**src/rtl/theta_stage_if.sv**
```systemverilog
// Slice-stream bundle for theta_stage: capture port, emit port and status.
// The master side is the producer/consumer environment; the slave side is the stage.
interface theta_stage_if #(
  parameter int IDX_W = 6
);
  logic             start;
  logic             in_valid;
  logic [IDX_W-1:0] in_index;
  logic [24:0]      in_data;
  logic             in_ready;
  logic             out_valid;
  logic             out_ready;
  logic [IDX_W-1:0] out_index;
  logic [24:0]      out_data;
  logic             busy;
  logic             done;

  modport master (
    output start, in_valid, in_index, in_data, out_ready,
    input  in_ready, out_valid, out_index, out_data, busy, done
  );

  modport slave (
    input  start, in_valid, in_index, in_data, out_ready,
    output in_ready, out_valid, out_index, out_data, busy, done
  );
endinterface

```
**src/rtl/theta_stage.sv**
```systemverilog
// Keccak theta stage: captures 64 slices in any order, keeps per-slice column
// parities, then streams the theta-mixed slices out in index order.
module theta_stage #(
  parameter int N_SLICE = 64,
  parameter int IDX_W   = 6
) (
  input  logic         clk,
  input  logic         rst,
  theta_stage_if.slave bus
);
  typedef enum logic [1:0] {IDLE, CAPTURE, EMIT, DONE} state_t;

  state_t             state_q;
  logic [24:0]        mem_q [N_SLICE];
  logic [4:0]         par_q [N_SLICE];
  logic [N_SLICE-1:0] flag_q;
  logic [IDX_W:0]     fill_q;
  logic [IDX_W-1:0]   cnt_q;
  logic               in_ready_q;
  logic               out_valid_q;
  logic               busy_q;
  logic               done_q;

  logic               accept;
  logic [IDX_W-1:0]   zprev;
  logic [24:0]        theta_d;

  function automatic logic [4:0] col_par(input logic [24:0] s);
    logic [4:0] p;
    p = '0;
    for (int unsigned x = 0; x < 5; x++)
      for (int unsigned y = 0; y < 5; y++)
        p[x] = p[x] ^ s[5*y+x];
    return p;
  endfunction

  assign accept = bus.in_valid && in_ready_q;
  // Index wraps naturally in IDX_W bits, so slice 0 pairs with slice N_SLICE-1.
  assign zprev  = cnt_q - 1'b1;

  always_comb begin
    theta_d = '0;
    for (int unsigned y = 0; y < 5; y++)
      for (int unsigned x = 0; x < 5; x++)
        theta_d[5*y+x] = mem_q[cnt_q][5*y+x]
                       ^ par_q[cnt_q][(x+4)%5]
                       ^ par_q[zprev][(x+1)%5];
  end

  always_ff @(posedge clk or posedge rst) begin
    if (rst) begin
      state_q     <= IDLE;
      flag_q      <= '0;
      fill_q      <= '0;
      cnt_q       <= '0;
      in_ready_q  <= 1'b0;
      out_valid_q <= 1'b0;
      busy_q      <= 1'b0;
      done_q      <= 1'b0;
      for (int unsigned i = 0; i < N_SLICE; i++) begin
        mem_q[i] <= '0;
        par_q[i] <= '0;
      end
    end else begin
      case (state_q)
        IDLE: begin
          if (bus.start) begin
            flag_q     <= '0;
            fill_q     <= '0;
            in_ready_q <= 1'b1;
            busy_q     <= 1'b1;
            state_q    <= CAPTURE;
          end
        end
        CAPTURE: begin
          if (accept) begin
            mem_q[bus.in_index]  <= bus.in_data;
            par_q[bus.in_index]  <= col_par(bus.in_data);
            flag_q[bus.in_index] <= 1'b1;
            // Only a first write to an index advances the fill count.
            if (!flag_q[bus.in_index]) begin
              fill_q <= fill_q + 1'b1;
              if (fill_q == (IDX_W+1)'(N_SLICE-1)) begin
                in_ready_q  <= 1'b0;
                out_valid_q <= 1'b1;
                cnt_q       <= '0;
                state_q     <= EMIT;
              end
            end
          end
        end
        EMIT: begin
          if (bus.out_ready) begin
            if (cnt_q == IDX_W'(N_SLICE-1)) begin
              out_valid_q <= 1'b0;
              done_q      <= 1'b1;
              cnt_q       <= '0;
              state_q     <= DONE;
            end else begin
              cnt_q <= cnt_q + 1'b1;
            end
          end
        end
        DONE: begin
          done_q  <= 1'b0;
          busy_q  <= 1'b0;
          state_q <= IDLE;
        end
        default: state_q <= IDLE;
      endcase
    end
  end

  assign bus.in_ready  = in_ready_q;
  assign bus.out_valid = out_valid_q;
  assign bus.out_index = cnt_q;
  assign bus.out_data  = out_valid_q ? theta_d : '0;
  assign bus.busy      = busy_q;
  assign bus.done      = done_q;
endmodule
```
**src/flat_wrapper.sv**
```systemverilog
// flat-port wrapper written by rule: the top's interface ports become plain ports
module theta_stage_flat 
#(
  parameter int N_SLICE = 64,
  parameter int IDX_W   = 6
)
  (clk, rst, bus_start, bus_in_valid, bus_in_index, bus_in_data, bus_out_ready, bus_in_ready, bus_out_valid, bus_out_index, bus_out_data, bus_busy, bus_done);
  theta_stage_if #(.IDX_W(IDX_W)) bus_i ();
  input  logic clk;
  input  logic rst;
  input wire logic [$bits(bus_i.start)-1:0] bus_start;
  input wire logic [$bits(bus_i.in_valid)-1:0] bus_in_valid;
  input wire logic [$bits(bus_i.in_index)-1:0] bus_in_index;
  input wire logic [$bits(bus_i.in_data)-1:0] bus_in_data;
  input wire logic [$bits(bus_i.out_ready)-1:0] bus_out_ready;
  output wire logic [$bits(bus_i.in_ready)-1:0] bus_in_ready;
  output wire logic [$bits(bus_i.out_valid)-1:0] bus_out_valid;
  output wire logic [$bits(bus_i.out_index)-1:0] bus_out_index;
  output wire logic [$bits(bus_i.out_data)-1:0] bus_out_data;
  output wire logic [$bits(bus_i.busy)-1:0] bus_busy;
  output wire logic [$bits(bus_i.done)-1:0] bus_done;
  assign bus_i.start = bus_start;
  assign bus_i.in_valid = bus_in_valid;
  assign bus_i.in_index = bus_in_index;
  assign bus_i.in_data = bus_in_data;
  assign bus_i.out_ready = bus_out_ready;
  assign bus_in_ready = bus_i.in_ready;
  assign bus_out_valid = bus_i.out_valid;
  assign bus_out_index = bus_i.out_index;
  assign bus_out_data = bus_i.out_data;
  assign bus_busy = bus_i.busy;
  assign bus_done = bus_i.done;
  theta_stage #(.N_SLICE(N_SLICE), .IDX_W(IDX_W)) u_core (.clk(clk), .rst(rst), .bus(bus_i));
endmodule
```
**config.mk**
```make
export PLATFORM = sky130hd
export DESIGN_NAME = theta_stage_flat
export DESIGN_NICKNAME = d
export VERILOG_FILES = /design/src/rtl/theta_stage_if.sv /design/src/rtl/theta_stage.sv /design/src/flat_wrapper.sv
export SDC_FILE = /design/constraint.sdc
export NUM_CORES = 2
export LEC_CHECK = 0
export CORE_ASPECT_RATIO = 0.5
export CORE_MARGIN = 4
export CORE_UTILIZATION = 55
export DETAILED_ROUTE_END_ITERATION = 12
export GPL_TIMING_DRIVEN = 0
export HOLD_SLACK_MARGIN = 0.1
export PLACE_DENSITY_LB_ADDON = 0.25
export SLEW_MARGIN = 20
export SYNTH_ARGS = -nofsm -noshare
export SYNTH_HDL_FRONTEND = slang
export SYNTH_SLANG_ARGS = --single-unit
```
**constraint.sdc**
```tcl
create_clock -name clk -period 64.4 [get_ports clk]
set_input_delay 12.88 -clock clk [delete_from_list [all_inputs] [get_ports clk]]
set_output_delay 12.88 -clock clk [all_outputs]
set_load 0.05 [all_outputs]
```
==> reports/qor.csv <==
stage,metric,value,unit
worst_setup_path,crit_top_cell,buf_2,
die,core,168000,sq um
clock_network,cts_hold_buf,0,
sta,setup_tns,0,ns
finish,final_core_util,62.4,%
finish,seq_area,50100,sq um
detailed_routing,vias_per_cell,6.79,
synthesis,synth_async_sr_flop_share,100,%
finish,drive_above_1_share,41.1,%
placed_design,place_hpwl,235,mm
synthesis,avgSynthCellArea,14.7,sq um
die,chipHeight,300,um
sta,holdWs,0.481,ns
worst_setup_path,end_kind,primary output,
sta,setup-violations-final,0,
synthesis,yosysWarnings,0,
detailed_routing,vias,62100,
synthesis,yosys.area.top_type,dfrtp_1,
pwr,vdd.ir_drop.worst,0.0000247,V
worst_setup_path,slowest_delay,0.95,ns
die,die-area,178000,sq um
clock_network,clk_latency,0.86,ns
sta,worst_clock_skew,0.0357,ns
die,ios,71,
sta,fmax,45.6,MHz
placed_design,dpl_cell_area,99100,sq um
clock_network,cts_tree,done,
die,initial_utilization,55.7,%
sta,hold_viol,0,
grt,track_usage,36.3,%
die,rows,106,
run,cap_violations,0,
detailed_routing,firstDrtPassIters,8,
placed_design,place_ws,43.59,ns
worst_setup_path,crit_type,reg2out,
run_status,status,finished clean,
clock_network,cts_buffers,181,
sta,rsz0062_at_grt,false,
grt,grt_first_pass_wirelength,460,mm
placed_design,gp_congestion,1.00,
sta,period_minus_slack,21.95,ns
detailed_routing,totalWireLength,320,mm
synthesis,ys_seq_area_share,53.4,%
worst_setup_path,arrival,9.07,ns
synthesis,synth_seq_cells,2003,
grt,grt_max_degree,39,
worst_setup_path,crit_slowest_cell,buf_1,
pwr,p_total,3.84,mW
synthesis,synth_edf_count,0,
grt,first_global_vias,63700,
clock_network,cts_resized,0,
worst_setup_path,cp.required,51.52,ns
worst_setup_path,path_max_fanout,10,
synthesis,synth_flop_cell,dfrtp_1,
sta,slew_viol_final,0,
sta,setup_ws,42.45,ns
finish,fillCellCount,12200,
die,chipWidth,592,um
placed_design,io_buffers,67,
worst_setup_path,cp_top_family,buffers and inverters,
sta,worst_pin_slew,1.28,ns
worst_setup_path,critPathBufInv,11,
finish,area_delta_synth_final,12.0,%
synthesis,synthTopCellsByArea,"dfrtp_1 (53%), mux2_2 (19%), mux4_2 (16%)",
detailed_routing,drt-initial-drc-count,7412,
sta,period_share,34.1,%
placed_design,dp_cells,8821,
pwr,p_per_area,36.6,nW/um^2
clock_network,cts_root_buffer,clkbuf_16,
detailed_routing,route.detailed.drc,0,
clock_network,post_cts_buffers,0,
synthesis,synth_top_area_share,53.4,%
sta,maxSlewHeadroom,14.8,%
worst_setup_path,worstPathCellList,buf_2 -> buf_4 -> buf_2 -> buf_2 -> buf_2 -> inv_1 -> ha_1 -> buf_4 -> buf_2 -> buf_1 -> mux4_2 -> mux2i_1 -> o22a_1 -> and4_1 -> buf_1 -> o311a_1 -> clkdlybuf4s50_1,
worst_hold_path,hold_class,reg2reg,
synthesis,synth_area,93800,sq um
clock_network,htree_levels,4,
finish,multi_input_area,41000,sq um
worst_setup_path,start_kind,register,
grt,overflow,0,
detailed_routing,ant_nets,0,
finish,nets,6779,
finish,finalNonFillerCells,9149,
synthesis,synth_cell_types,70,
detailed_routing,wl_per_cell,35.0,um
finish,stdcell_area,105000,sq um
synthesis,syn_inst,6402,
grt,antenna_found_initial,30,
clock_network,clockBufferDepth,4,
pwr,leakage,49.4,nW
clock_network,cts_num_sinks,2003,
synthesis,synth_nets,6445,
clock_network,clkTransAtPathRegs,0.07,ns
## cell usage after synthesis (7+ instances only)
cell type and count:
o21ai_0 342, mux2i_1 83, nand2_1 569, xnor2_1 16, nand2_2 8, nor2_1 99, dfrtp_1 2003, nor2b_1 8
nand4_1 7, and2_1 7, a22oi_1 22, buf_1 29, inv_1 13, a32oi_1 10, nand2b_1 8, o311a_1 20
and3_1 9, o211ai_1 8, nor3_1 16, mux4_2 663, a221oi_2 20, o31ai_1 11, ha_1 7, buf_6 26
o22a_1 11, a22o_1 26, clkbuf_1 462, or3_1 7, buf_2 71, buf_4 36, a221oi_1 10, nand3_1 21
o21ai_1 22, a21oi_1 79, and4_1 8, mux2_2 1563
## tightest hold or removal path, stage by stage, from the launching register on
cell and delay (ns):
dfrtp_1 0.34, nand2_1 0.05, nand2_1 0.06
## final timing paths
check                                         from                       to  slack (ns)  cells past startpoint
setup / recovery           u_core.bus.out_index[1]         bus_out_data[12]       42.45                     17
hold / removal                   u_core.mem_q[883]        u_core.mem_q[883]        0.48                      2
setup reg to reg           u_core.bus.out_index[1]  u_core.bus.out_index[1]       58.97                     14
hold reg to reg                  u_core.mem_q[883]        u_core.mem_q[883]        0.48                      2
max in group asynchronous                      rst        u_core.mem_q[527]       48.66                     14
min in group asynchronous                      rst       u_core.mem_q[1415]       12.51                      2
## layout make-up
class	instances	area share, %
Antenna cell	10	0.0238
Buffer	624	2.68
Clock buffer	271	5.12
Clock inverter	47	0.473
Inverter	15	0.0572
Multi-Input combinational cell	3760	39.0
Sequential cell	2003	47.7
Tap cell	2268	2.70
Timing Repair Buffer	151	2.20
## state kept, by name (all words and copies together) (netlist names)
signal	flops
u_core.flag_q	64
u_core.state_q	2
u_core.mem_q	1600
u_core.bus.busy	1
u_core.bus.out_index	6
u_core.bus.done	1
u_core.par_q	320
u_core.bus.out_valid	1
u_core.bus.in_ready	1
u_core.fill_q	7
## metal layers
metal	wire length (um)	vias up	track usage [%]
met4	16900	12	16.0
met1	127000	33500	49.9
met3	38200	839	13.5
met5	81	-	0
met2	138000	3344	51.9
li1	-	24400	-
## cells by family (layout without fill, tap and decap cells)
logic type               count (synthesis)  count (layout)  synth area share, %
multiplexers                          2309            2309                 35.6
AND/OR/NAND/NOR                        804             804                 3.62
XOR/XNOR                                22              22                0.205
other                                    0              10                    0
AO/OA/AOI/OAI                          618             618                 4.09
flip-flops                            2003            2003                 53.4
buffers and inverters                  639            1108                 3.00
adder cells (fa/ha/maj)                  7               7               0.0934
## cells in the final DEF (no fill, tap or decap), types with 30 or more instances in the layout
cell type and count:
a21oi_1 79, buf_12 59, buf_2 76, buf_4 38
buf_6 37, clkbuf_1 473, clkbuf_16 186, clkbuf_2 36
clkbuf_8 41, clkdlybuf4s50_1 67, clkinv_2 30, dfrtp_1 2003
mux2_2 1563, mux2i_1 83, mux4_2 663, nand2_1 569
nor2_1 97, o21ai_0 342
## power breakdown
group / leakage (nW) / switching [mW] / internal [mW]
clock: 2.91 / 0.496 / 0.614
combinational: 18.9 / 0.755 / 0.473
sequential: 27.6 / 0.0923 / 1.41
total: 49.4 / 1.34 / 2.50
Power figures use the tool's default switching activity.
